### config.mk
export PLATFORM = sky130hd
export DESIGN_NAME = multicycle_ctrl
export DESIGN_NICKNAME = d
export VERILOG_FILES = /design/src/rtl/alu_pkg.sv /design/src/rtl/alu_decoder.sv /design/src/rtl/multicycle_ctrl.sv
export SDC_FILE = /design/constraint.sdc
export NUM_CORES = 1
export LEC_CHECK = 0
export BUFFER_PORTS_ARGS = -buffer_cell sky130_fd_sc_hd__buf_2
export CAP_MARGIN = 10
export CORE_ASPECT_RATIO = 0.7
export CORE_UTILIZATION = 36
export CTS_CLUSTER_DIAMETER = 60
export DETAILED_ROUTE_END_ITERATION = 8
export SLEW_MARGIN = 20
export SYNTH_ARGS = -nofsm -noshare
export SYNTH_HDL_FRONTEND = slang
export SYNTH_SLANG_ARGS = --single-unit
### constraint.sdc
create_clock -name clk -period 5.91 [get_ports clk]
set_clock_uncertainty 0.2 [all_clocks]
set_input_delay 1.182 -clock clk [delete_from_list [all_inputs] [get_ports clk]]
set_output_delay 1.182 -clock clk [all_outputs]
set_load 0.05 [all_outputs]
### src/rtl/alu_pkg.sv
// Shared encodings for the tinyCPU multi-cycle control path: ALU ops, opcodes,
// FSM states and datapath select values.
package alu_pkg;

    localparam logic [4:0] AluAdd  = 5'b00011;
    localparam logic [4:0] AluSub  = 5'b00100;
    localparam logic [4:0] AluAnd  = 5'b00101;
    localparam logic [4:0] AluOr   = 5'b00110;
    localparam logic [4:0] AluXor  = 5'b00111;
    localparam logic [4:0] AluSll  = 5'b01000;
    localparam logic [4:0] AluSrl  = 5'b01001;
    localparam logic [4:0] AluSra  = 5'b01010;
    localparam logic [4:0] AluSlt  = 5'b01011;
    localparam logic [4:0] AluSltu = 5'b01100;

    localparam logic [6:0] OpcOp     = 7'b0110011;
    localparam logic [6:0] OpcOpImm  = 7'b0010011;
    localparam logic [6:0] OpcLoad   = 7'b0000011;
    localparam logic [6:0] OpcStore  = 7'b0100011;
    localparam logic [6:0] OpcBranch = 7'b1100011;
    localparam logic [6:0] OpcJal    = 7'b1101111;
    localparam logic [6:0] OpcLui    = 7'b0110111;

    localparam logic [1:0] SrcAPc    = 2'b00;
    localparam logic [1:0] SrcAOldPc = 2'b01;
    localparam logic [1:0] SrcARs1   = 2'b10;
    localparam logic [1:0] SrcAZero  = 2'b11;

    localparam logic [1:0] SrcBRs2  = 2'b00;
    localparam logic [1:0] SrcBImm  = 2'b01;
    localparam logic [1:0] SrcBFour = 2'b10;

    localparam logic [2:0] ImmI = 3'd0;
    localparam logic [2:0] ImmS = 3'd1;
    localparam logic [2:0] ImmB = 3'd2;
    localparam logic [2:0] ImmJ = 3'd3;
    localparam logic [2:0] ImmU = 3'd4;

    localparam logic [1:0] ResAluOut = 2'b00;
    localparam logic [1:0] ResMem    = 2'b01;
    localparam logic [1:0] ResPc     = 2'b11;

    typedef enum logic [3:0] {
        StFetch, StDecode, StExecR, StExecI, StAluWb, StMemAddr, StMemRd,
        StMemWb, StMemWr, StBranch, StJal, StLui, StTrap
    } state_e;

endpackage

### src/rtl/alu_decoder.sv
// Maps funct3/funct7 of an OP or OP-IMM instruction to an ALU operation and
// flags encodings that have no ALU operation.
module alu_decoder
    import alu_pkg::*;
(
    input  logic       is_imm_i,
    input  logic [2:0] funct3_i,
    input  logic [6:0] funct7_i,
    output logic [4:0] aluop_o,
    output logic       legal_o
);

    logic alt;

    always_comb begin
        legal_o = 1'b1;
        aluop_o = AluAdd;
        // Immediate forms carry shamt in funct7, so only SRAI looks at bit 5.
        alt = is_imm_i ? (funct3_i == 3'b101) && funct7_i[5] : funct7_i[5];
        if (!is_imm_i && (funct7_i != 7'b0000000) && (funct7_i != 7'b0100000)) begin
            legal_o = 1'b0;
        end
        case ({alt, funct3_i})
            4'b0000: aluop_o = AluAdd;
            4'b1000: aluop_o = AluSub;
            4'b0111: aluop_o = AluAnd;
            4'b0110: aluop_o = AluOr;
            4'b0100: aluop_o = AluXor;
            4'b0001: aluop_o = AluSll;
            4'b0101: aluop_o = AluSrl;
            4'b1101: aluop_o = AluSra;
            4'b0010: aluop_o = AluSlt;
            4'b0011: aluop_o = AluSltu;
            default: legal_o = 1'b0;
        endcase
    end

endmodule

### src/rtl/multicycle_ctrl.sv
// Multi-cycle fetch/decode/execute/memory/writeback controller for tinyCPU,
// with a retired-instruction counter and a sticky illegal-instruction flag.
module multicycle_ctrl
    import alu_pkg::*;
#(
    parameter bit RESET_TRAP_STICKY = 1'b1
) (
    input  logic        clk,
    input  logic        rst,
    input  logic [31:0] instr,
    input  logic        Zero,
    input  logic        mem_ready,
    output logic        mem_req,
    output logic        mem_we,
    output logic        IRWrite,
    output logic        PCWrite,
    output logic        pc_src,
    output logic        RegWrite,
    output logic [1:0]  ALUSrcA,
    output logic [1:0]  ALUSrcB,
    output logic [2:0]  ImmSrc,
    output logic [1:0]  ResultSrc,
    output logic [4:0]  ALUOp,
    output logic        illegal,
    output logic [31:0] instret
);

    state_e      state_q, state_d;
    logic [31:0] instret_q;
    logic        illegal_q;
    logic        retire;
    logic [4:0]  dec_aluop;
    logic        dec_legal;
    logic [6:0]  opcode;
    logic [2:0]  funct3;

    logic unused_instr;
    assign unused_instr = ^{instr[24:15], instr[11:7]};

    assign opcode = instr[6:0];
    assign funct3 = instr[14:12];

    alu_decoder u_alu_decoder (
        .is_imm_i (state_q == StExecI),
        .funct3_i (funct3),
        .funct7_i (instr[31:25]),
        .aluop_o  (dec_aluop),
        .legal_o  (dec_legal)
    );

    always_comb begin
        state_d   = state_q;
        retire    = 1'b0;
        mem_req   = 1'b0;
        mem_we    = 1'b0;
        IRWrite   = 1'b0;
        PCWrite   = 1'b0;
        pc_src    = 1'b0;
        RegWrite  = 1'b0;
        ALUSrcA   = SrcAPc;
        ALUSrcB   = SrcBRs2;
        ImmSrc    = ImmI;
        ResultSrc = ResAluOut;
        ALUOp     = AluAdd;

        unique case (state_q)
            StFetch: begin
                mem_req = 1'b1;
                ALUSrcA = SrcAPc;
                ALUSrcB = SrcBFour;
                if (mem_ready) begin
                    IRWrite = 1'b1;
                    PCWrite = 1'b1;
                    state_d = StDecode;
                end
            end
            StDecode: begin
                // Branch/jump target computed here and parked in ALUOut.
                ALUSrcA = SrcAOldPc;
                ALUSrcB = SrcBImm;
                if (opcode == OpcBranch) ImmSrc = ImmB;
                else if (opcode == OpcJal) ImmSrc = ImmJ;
                case (opcode)
                    OpcOp:             state_d = StExecR;
                    OpcOpImm:          state_d = StExecI;
                    OpcLoad, OpcStore: state_d = StMemAddr;
                    OpcBranch:         state_d = StBranch;
                    OpcJal:            state_d = StJal;
                    OpcLui:            state_d = StLui;
                    default:           state_d = StTrap;
                endcase
            end
            StExecR, StExecI: begin
                ALUSrcA = SrcARs1;
                ALUSrcB = (state_q == StExecI) ? SrcBImm : SrcBRs2;
                ALUOp   = dec_aluop;
                state_d = dec_legal ? StAluWb : StTrap;
            end
            StAluWb: begin
                RegWrite  = 1'b1;
                ResultSrc = ResAluOut;
                retire    = 1'b1;
                state_d   = StFetch;
            end
            StMemAddr: begin
                ALUSrcA = SrcARs1;
                ALUSrcB = SrcBImm;
                ImmSrc  = (opcode == OpcStore) ? ImmS : ImmI;
                state_d = (opcode == OpcStore) ? StMemWr : StMemRd;
            end
            StMemRd: begin
                mem_req = 1'b1;
                if (mem_ready) state_d = StMemWb;
            end
            StMemWb: begin
                RegWrite  = 1'b1;
                ResultSrc = ResMem;
                retire    = 1'b1;
                state_d   = StFetch;
            end
            StMemWr: begin
                mem_req = 1'b1;
                mem_we  = 1'b1;
                if (mem_ready) begin
                    retire  = 1'b1;
                    state_d = StFetch;
                end
            end
            StBranch: begin
                ALUSrcA = SrcARs1;
                ALUSrcB = SrcBRs2;
                ALUOp   = AluSub;
                pc_src  = 1'b1;
                if (funct3 == 3'b000 || funct3 == 3'b001) begin
                    PCWrite = (funct3 == 3'b000) ? Zero : !Zero;
                    retire  = 1'b1;
                    state_d = StFetch;
                end else begin
                    state_d = StTrap;
                end
            end
            StJal: begin
                PCWrite   = 1'b1;
                pc_src    = 1'b1;
                RegWrite  = 1'b1;
                ResultSrc = ResPc;
                retire    = 1'b1;
                state_d   = StFetch;
            end
            StLui: begin
                ALUSrcA = SrcAZero;
                ALUSrcB = SrcBImm;
                ImmSrc  = ImmU;
                state_d = StAluWb;
            end
            StTrap: begin
                if (!RESET_TRAP_STICKY) state_d = StFetch;
            end
            default: state_d = StFetch;
        endcase

        if (rst) begin
            mem_req  = 1'b0;
            mem_we   = 1'b0;
            IRWrite  = 1'b0;
            PCWrite  = 1'b0;
            RegWrite = 1'b0;
        end
    end

    always_ff @(posedge clk) begin
        if (rst) begin
            state_q   <= StFetch;
            instret_q <= 32'd0;
            illegal_q <= 1'b0;
        end else begin
            state_q <= state_d;
            if (retire) instret_q <= instret_q + 32'd1;
            if (state_d == StTrap) illegal_q <= 1'b1;
        end
    end

    assign instret = instret_q;
    assign illegal = illegal_q;

endmodule

# Yosys cells after proc, flatten, opt, wreduce, memory -nomap -nowiden
# Cells that the tools add are included.
[classes]
n_addsub = 1
n_eq_ne = 32
muxes = 37
reduce_logical = 18
[ops]
columns = ["op", "count"]
rows = [
  ["4-bit case mux with 9 select lines", 2],
  ["32-bit by 1-bit adder with 32-bit output (second input constant)", 1],
  ["4-bit by 3-bit == test with 1-bit output (second input constant)", 8],
  ["4-bit == test (second input constant)", 8],
  ["4-bit 2-to-1 mux", 6],
  ["4-bit case mux with 6 select lines", 1],
  ["7-bit by 6-bit == test with 1-bit output (second input constant)", 3],
  ["1-bit 2-to-1 mux", 19],
  ["4-bit by 2-bit == test with 1-bit output (second input constant)", 4],
  ["7-bit == test (second input constant)", 2],
  ["2-bit case mux with 3 select lines", 2],
  ["5-bit case mux with 2 select lines", 1],
  ["10-bit OR reduction", 1],
  ["3-bit case mux with 3 select lines", 1],
  ["3-bit OR reduction", 3],
  ["4-bit by 1-bit == test with 1-bit output (second input constant)", 2],
  ["4-bit logical NOT", 2],
  ["7-bit by 2-bit == test with 1-bit output (second input constant)", 1],
  ["7-bit by 5-bit == test with 1-bit output (second input constant)", 1],
  ["7-bit by 6-bit != test with 1-bit output (second input constant)", 1],
  ["7-bit nonzero test", 1],
  ["1-bit case mux with 3 select lines", 2],
  ["2-bit OR reduction", 3],
  ["2-bit 2-to-1 mux", 2],
  ["8 further kinds", 11],
]
[totals]
ff_bits = 37
inputBits = 36
out_inout_bits = 53
wordCells = 91

# Longest topological paths before layout
[depth]
word_depth = 9
mapped_depth = 8
ltp_nobuf = 6

# Modules after synthesis
# A second synthesis with hierarchy kept.
[unflattened]
hier_cells = 337
area_unflattened_um2 = 2512.4
[by_module_without_submodules]
columns = ["mod", "n_inst", "cells_per_inst", "area_each_um2", "seq_area_each_um2"]
rows = [
  ["multicycle_ctrl", 1, 310, 2352.3, 740.7],
  ["alu_decoder", 1, 27, 160.2, 0.0],
]

# Worst setup path after synthesis
# No wires, ideal clock.
[synth_timing]
path_kind = "input-to-output"
start = "input port instr[12]"
end = "output port ALUOp[3]"
t_arrival_ns = 3.968
required_time_ns = 4.528
setup_slack_ns = 0.560
stages = 3
path_buffers = 1
path_cell_list = "clkbuf_1 -> nor2_1 -> a2111oi_0"
[synth_via]
elab_chain_len = 6
elab_cells_between_ends = 14
classes_between = "eq/ne: 10; mux: 3; reduce/logical: 1"
[synth_lines]
columns = ["element", "line_no", "text"]
rows = [
  ["from (decl)", "multicycle_ctrl.sv:10", "input logic [31:0] instr,"],
  ["3-bit == test", "alu_decoder.sv:19", "alt = is_imm_i ? (funct3_i == 3'b101) && funct7_i[5] : funct7_i[5];"],
  ["1-bit logical AND", "alu_decoder.sv:19", ""],
  ["1-bit 2-to-1 mux", "alu_decoder.sv:19", ""],
  ["4-bit by 2-bit == test with 1-bit output (tied with other cells)", "alu_decoder.sv:23", "case ({alt, funct3_i})"],
  ["4-bit case mux with 9 select lines (*)", "alu_decoder.sv:23", ""],
  ["5-bit case mux with 2 select lines (*)", "multicycle_ctrl.sv:66", "unique case (state_q)"],
  ["to (decl)", "multicycle_ctrl.sv:23", "output logic [4:0] ALUOp,"],
]
# Every way passes the cells marked *; elsewhere a longest branch is shown, timed or not.

# Worst setup path after layout
[layout_timing]
start = "register state_q[0]"
end = "output port ALUOp[1]"
[layout_via]
elab_chain_len = 5
elab_cells_between_ends = 16
classes_between = "eq/ne: 12; mux: 3; reduce/logical: 1"
[layout_lines]
columns = ["element", "line_no", "text"]
rows = [
  ["from (decl)", "multicycle_ctrl.sv:28", "state_e state_q, state_d;"],
  ["from (signal assigned)", "multicycle_ctrl.sv:173", "state_q <= StFetch;"],
  ["from (signal assigned)", "multicycle_ctrl.sv:177", "state_q <= state_d;"],
  ["4-bit by 2-bit == test with 1-bit output", "multicycle_ctrl.sv:44, multicycle_ctrl.sv:66", ""],
  ["1-bit 2-to-1 mux", "alu_decoder.sv:19", ""],
  ["4-bit by 2-bit == test with 1-bit output (tied with other cells)", "alu_decoder.sv:23", ""],
  ["4-bit case mux with 9 select lines", "alu_decoder.sv:23", ""],
  ["5-bit case mux with 2 select lines (*)", "multicycle_ctrl.sv:66", ""],
]
# Marked as above.

==> impl_metrics.json <==
{
  "power.leakage_nw": 1.17,
  "max_freq_mhz": 254,
  "viasPerCell": 5.44,
  "p_clk_share_pct": 29.2,
  "diodes": 0,
  "swShare_pct": 37.8,
  "multiInputGateArea_um2": 1530,
  "relSlewSlack_pct": 42.6,
  "drc": 0,
  "cp_data_required_time_ps": 4530,
  "yosysWarnings": 0,
  "period_share_pct": 66.7,
  "crit_end": "ALUOp[1]",
  "drtIter0Drc": 157,
  "slew_violations": 0,
  "crit_path_frequent_cell": "nand2_1",
  "synth-seq-cells": 37,
  "hp-class": "reg -> reg",
  "vdd_drop_max_v": 0.0000839,
  "wl_per_cell_um": 13.6,
  "critPathMaxStageDelay_ps": 750,
  "cts_hold_buf": 0,
  "worstReg2RegStart": "state_q[2]",
  "p_int_uw": 416,
  "cts.sinks": 37,
  "die-area_um2": 7020,
  "die_w_um": 99.7,
  "hold_violations": 0,
  "period_needed_ps": 3940,
  "end_kind": "output pin",
  "placed_area_um2": 2800,
  "place.gp.congestion": 0.823,
  "finalSetupViolations": 0,
  "ff2ff_setup_slack_ps": 2670,
  "numCtsBuffers": 5,
  "fp.dieH_um": 70.4,
  "status": "finished, final reports clean",
  "n_fill_cell": 664,
  "worstMarginPinSlew_ps": 861,
  "setup_tns_ps": 0,
  "row_count": 24,
  "area_growth_pct": 20.5,
  "rr_endpoint": "instret[31]",
  "rsz0062_at_grt": "no",
  "pwr_density_cell_nw_per_um2": 231,
  "ys.flop_type": "dfxtp_1",
  "wl_um": 6420,
  "cts_tree": "done",
  "vias": 2564,
  "clockBufferDepth": 2,
  "ctsResizeCount": 0,
  "drt_first_pass_iters": 4,
  "combPwrFrac_pct": 29.0,
  "crit_family": "flip-flops",
  "ys_types": 51,
  "port_buffers": 72,
  "syn_inst": 322,
  "crit_chain": "nand2_1, o31ai_1, mux2i_1, o21ai_0, nand2_1, buf_2",
  "ios": 89,
  "reg2reg_depth": 5,
  "hpwl_um": 4630,
  "sequentialPowerShare_pct": 41.8,
  "yosysSeqAreaShare_pct": 30.8,
  "grt_start_max_net_pins": 40,
  "antenna_found_initial": 0,
  "grt-ovfl-total": 0,
  "fin_util_pct": 45.7,
  "grt_util_all_layers_pct": 19.2,
  "async_flop_share_pct": 0,
  "cts.htree.levels": 2,
  "start_util_pct": 38.0,
  "syn_area_per_cell_um2": 7.47,
  "criticalPathCategory": "reg -> out",
  "synth_edf_count": 0,
  "worst_setup_path_start_kind": "register",
  "crit_fanout": 21,
  "cp_slowest_cell": "dfxtp_1",
  "seqCellArea_um2": 741,
  "place_ws_ps": 2150,
  "grt_pass1_wl_um": 11000,
  "fin_area_um2": 2900,
  "cts.clk_slew.worst_paths_ps": 70,
  "cp-startpoint": "state_q[0]",
  "cts_root_buf": "clkbuf_8",
  "path_buf_inv": 1,
  "grt_pass1_vias": 2264,
  "design.core.area_um2": 6340,
  "crit_arrival_ps": 2560,
  "syn-num-nets": 359,
  "fin_nets": 416,
  "layout-drive-gt1-share_pct": 23.2,
  "cp.depth": 6,
  "antenna_left": 0,
  "fin_ws_ps": 1970,
  "syn_area_um2": 2400,
  "post_cts_buffers": 0,
  "p_sw_uw": 253,
  "clk_latency_ps": 280,
  "maxCapViolations": 0
}
-- cell usage in the layout, fill, tap and decap left out, types with 3 or more instances in the layout --
master / instances
or4_1: 11
nor3_1: 7
nand2b_1: 5
and3_1: 9
nor4_1: 5
nand3_1: 9
xnor2_1: 4
a31oi_1: 4
nor2_1: 42
o31ai_1: 10
nor2b_1: 7
o2111ai_1: 7
xor2_1: 18
or3_1: 5
o211ai_1: 8
nand4_1: 6
dfxtp_1: 37
buf_2: 72
clkbuf_8: 7
o21ai_0: 16
inv_1: 9
a2111oi_0: 3
nand2_1: 23
a21oi_1: 24
-- cells by family after synthesis --
family	synth area share [%]
XOR/XNOR	8.01
AND/OR/NAND/NOR	29.6
AO/OA/AOI/OAI	24.6
adder cells (fa/ha/maj)	0.520
buffers and inverters	5.46
other	0.156
flip-flops	30.8
multiplexers	0.884
-- registers in the layout (all words and copies together), names as in the netlist --
name and count:
state_q 4, illegal 1, instret 32
-- synth_stat cells, drive strengths merged (9+ instances only) --
| cell type | n | area, um^2 |
|---|---|---|
| a21oi | 24 | 120 |
| and3 | 9 | 56.3 |
| clkbuf | 19 | 71.3 |
| dfxtp | 37 | 741 |
| inv | 9 | 33.8 |
| nand2 | 23 | 86.3 |
| nand3 | 9 | 45.0 |
| nor2 | 42 | 158 |
| o21ai | 17 | 88.8 |
| o31ai | 10 | 75.1 |
| or4 | 11 | 82.6 |
| xor2 | 18 | 158 |
-- routing by layer --
layer	track usage, %	wire (um)	up-vias	share of wire, %
met4	2.45	19	0	0.30
met1	29.8	3400	1189	53
met5	0	0	-	0
met3	4.10	418	2	6.5
met2	27.4	2590	81	40
li1	-	-	1292	-
-- cell type report --
type                            instances  area share, %
Multi-Input combinational cell        252           52.9
Tap cell                               91           3.93
Clock inverter                          1          0.173
Clock buffer                            7           3.32
Inverter                                9           1.17
Sequential cell                        37           25.6
Timing Repair Buffer                   74           13.0
-- worst min path at each step --
stage | startpoint | to | depth (start not counted)
after floorplan | instret[1] | instret[1] | 2
after global placement | illegal | illegal | 1
after detailed placement | illegal | illegal | 1
after CTS | instret[22] | instret[22] | 2
after global routing | instret[1] | instret[1] | 2
final | illegal | illegal | 1
-- metrics by stage --
| step | std cells | hold WS (ps) | total power, mW |
|---|---|---|---|
| after floorplan | 322 | 487 | 0.433 |
| after global placement | 463 | 263 | 0.477 |
| after detailed placement | 463 | 274 | 0.478 |
| after CTS | 471 | 296 | 0.675 |
| after global routing | 471 | 320 | 0.708 |
| final | 471 | 288 | 0.669 |
-- power groups by stage --
stage	logic (mW)	registers, mW	clock network, mW
final	0.194	0.280	0.195
after CTS	0.194	0.279	0.202
after detailed placement	0.194	0.285	0
after global routing	0.212	0.282	0.214
after global placement	0.192	0.284	0
after floorplan	0.154	0.279	0
No activity file was read; power rests on OpenSTA's default activity.
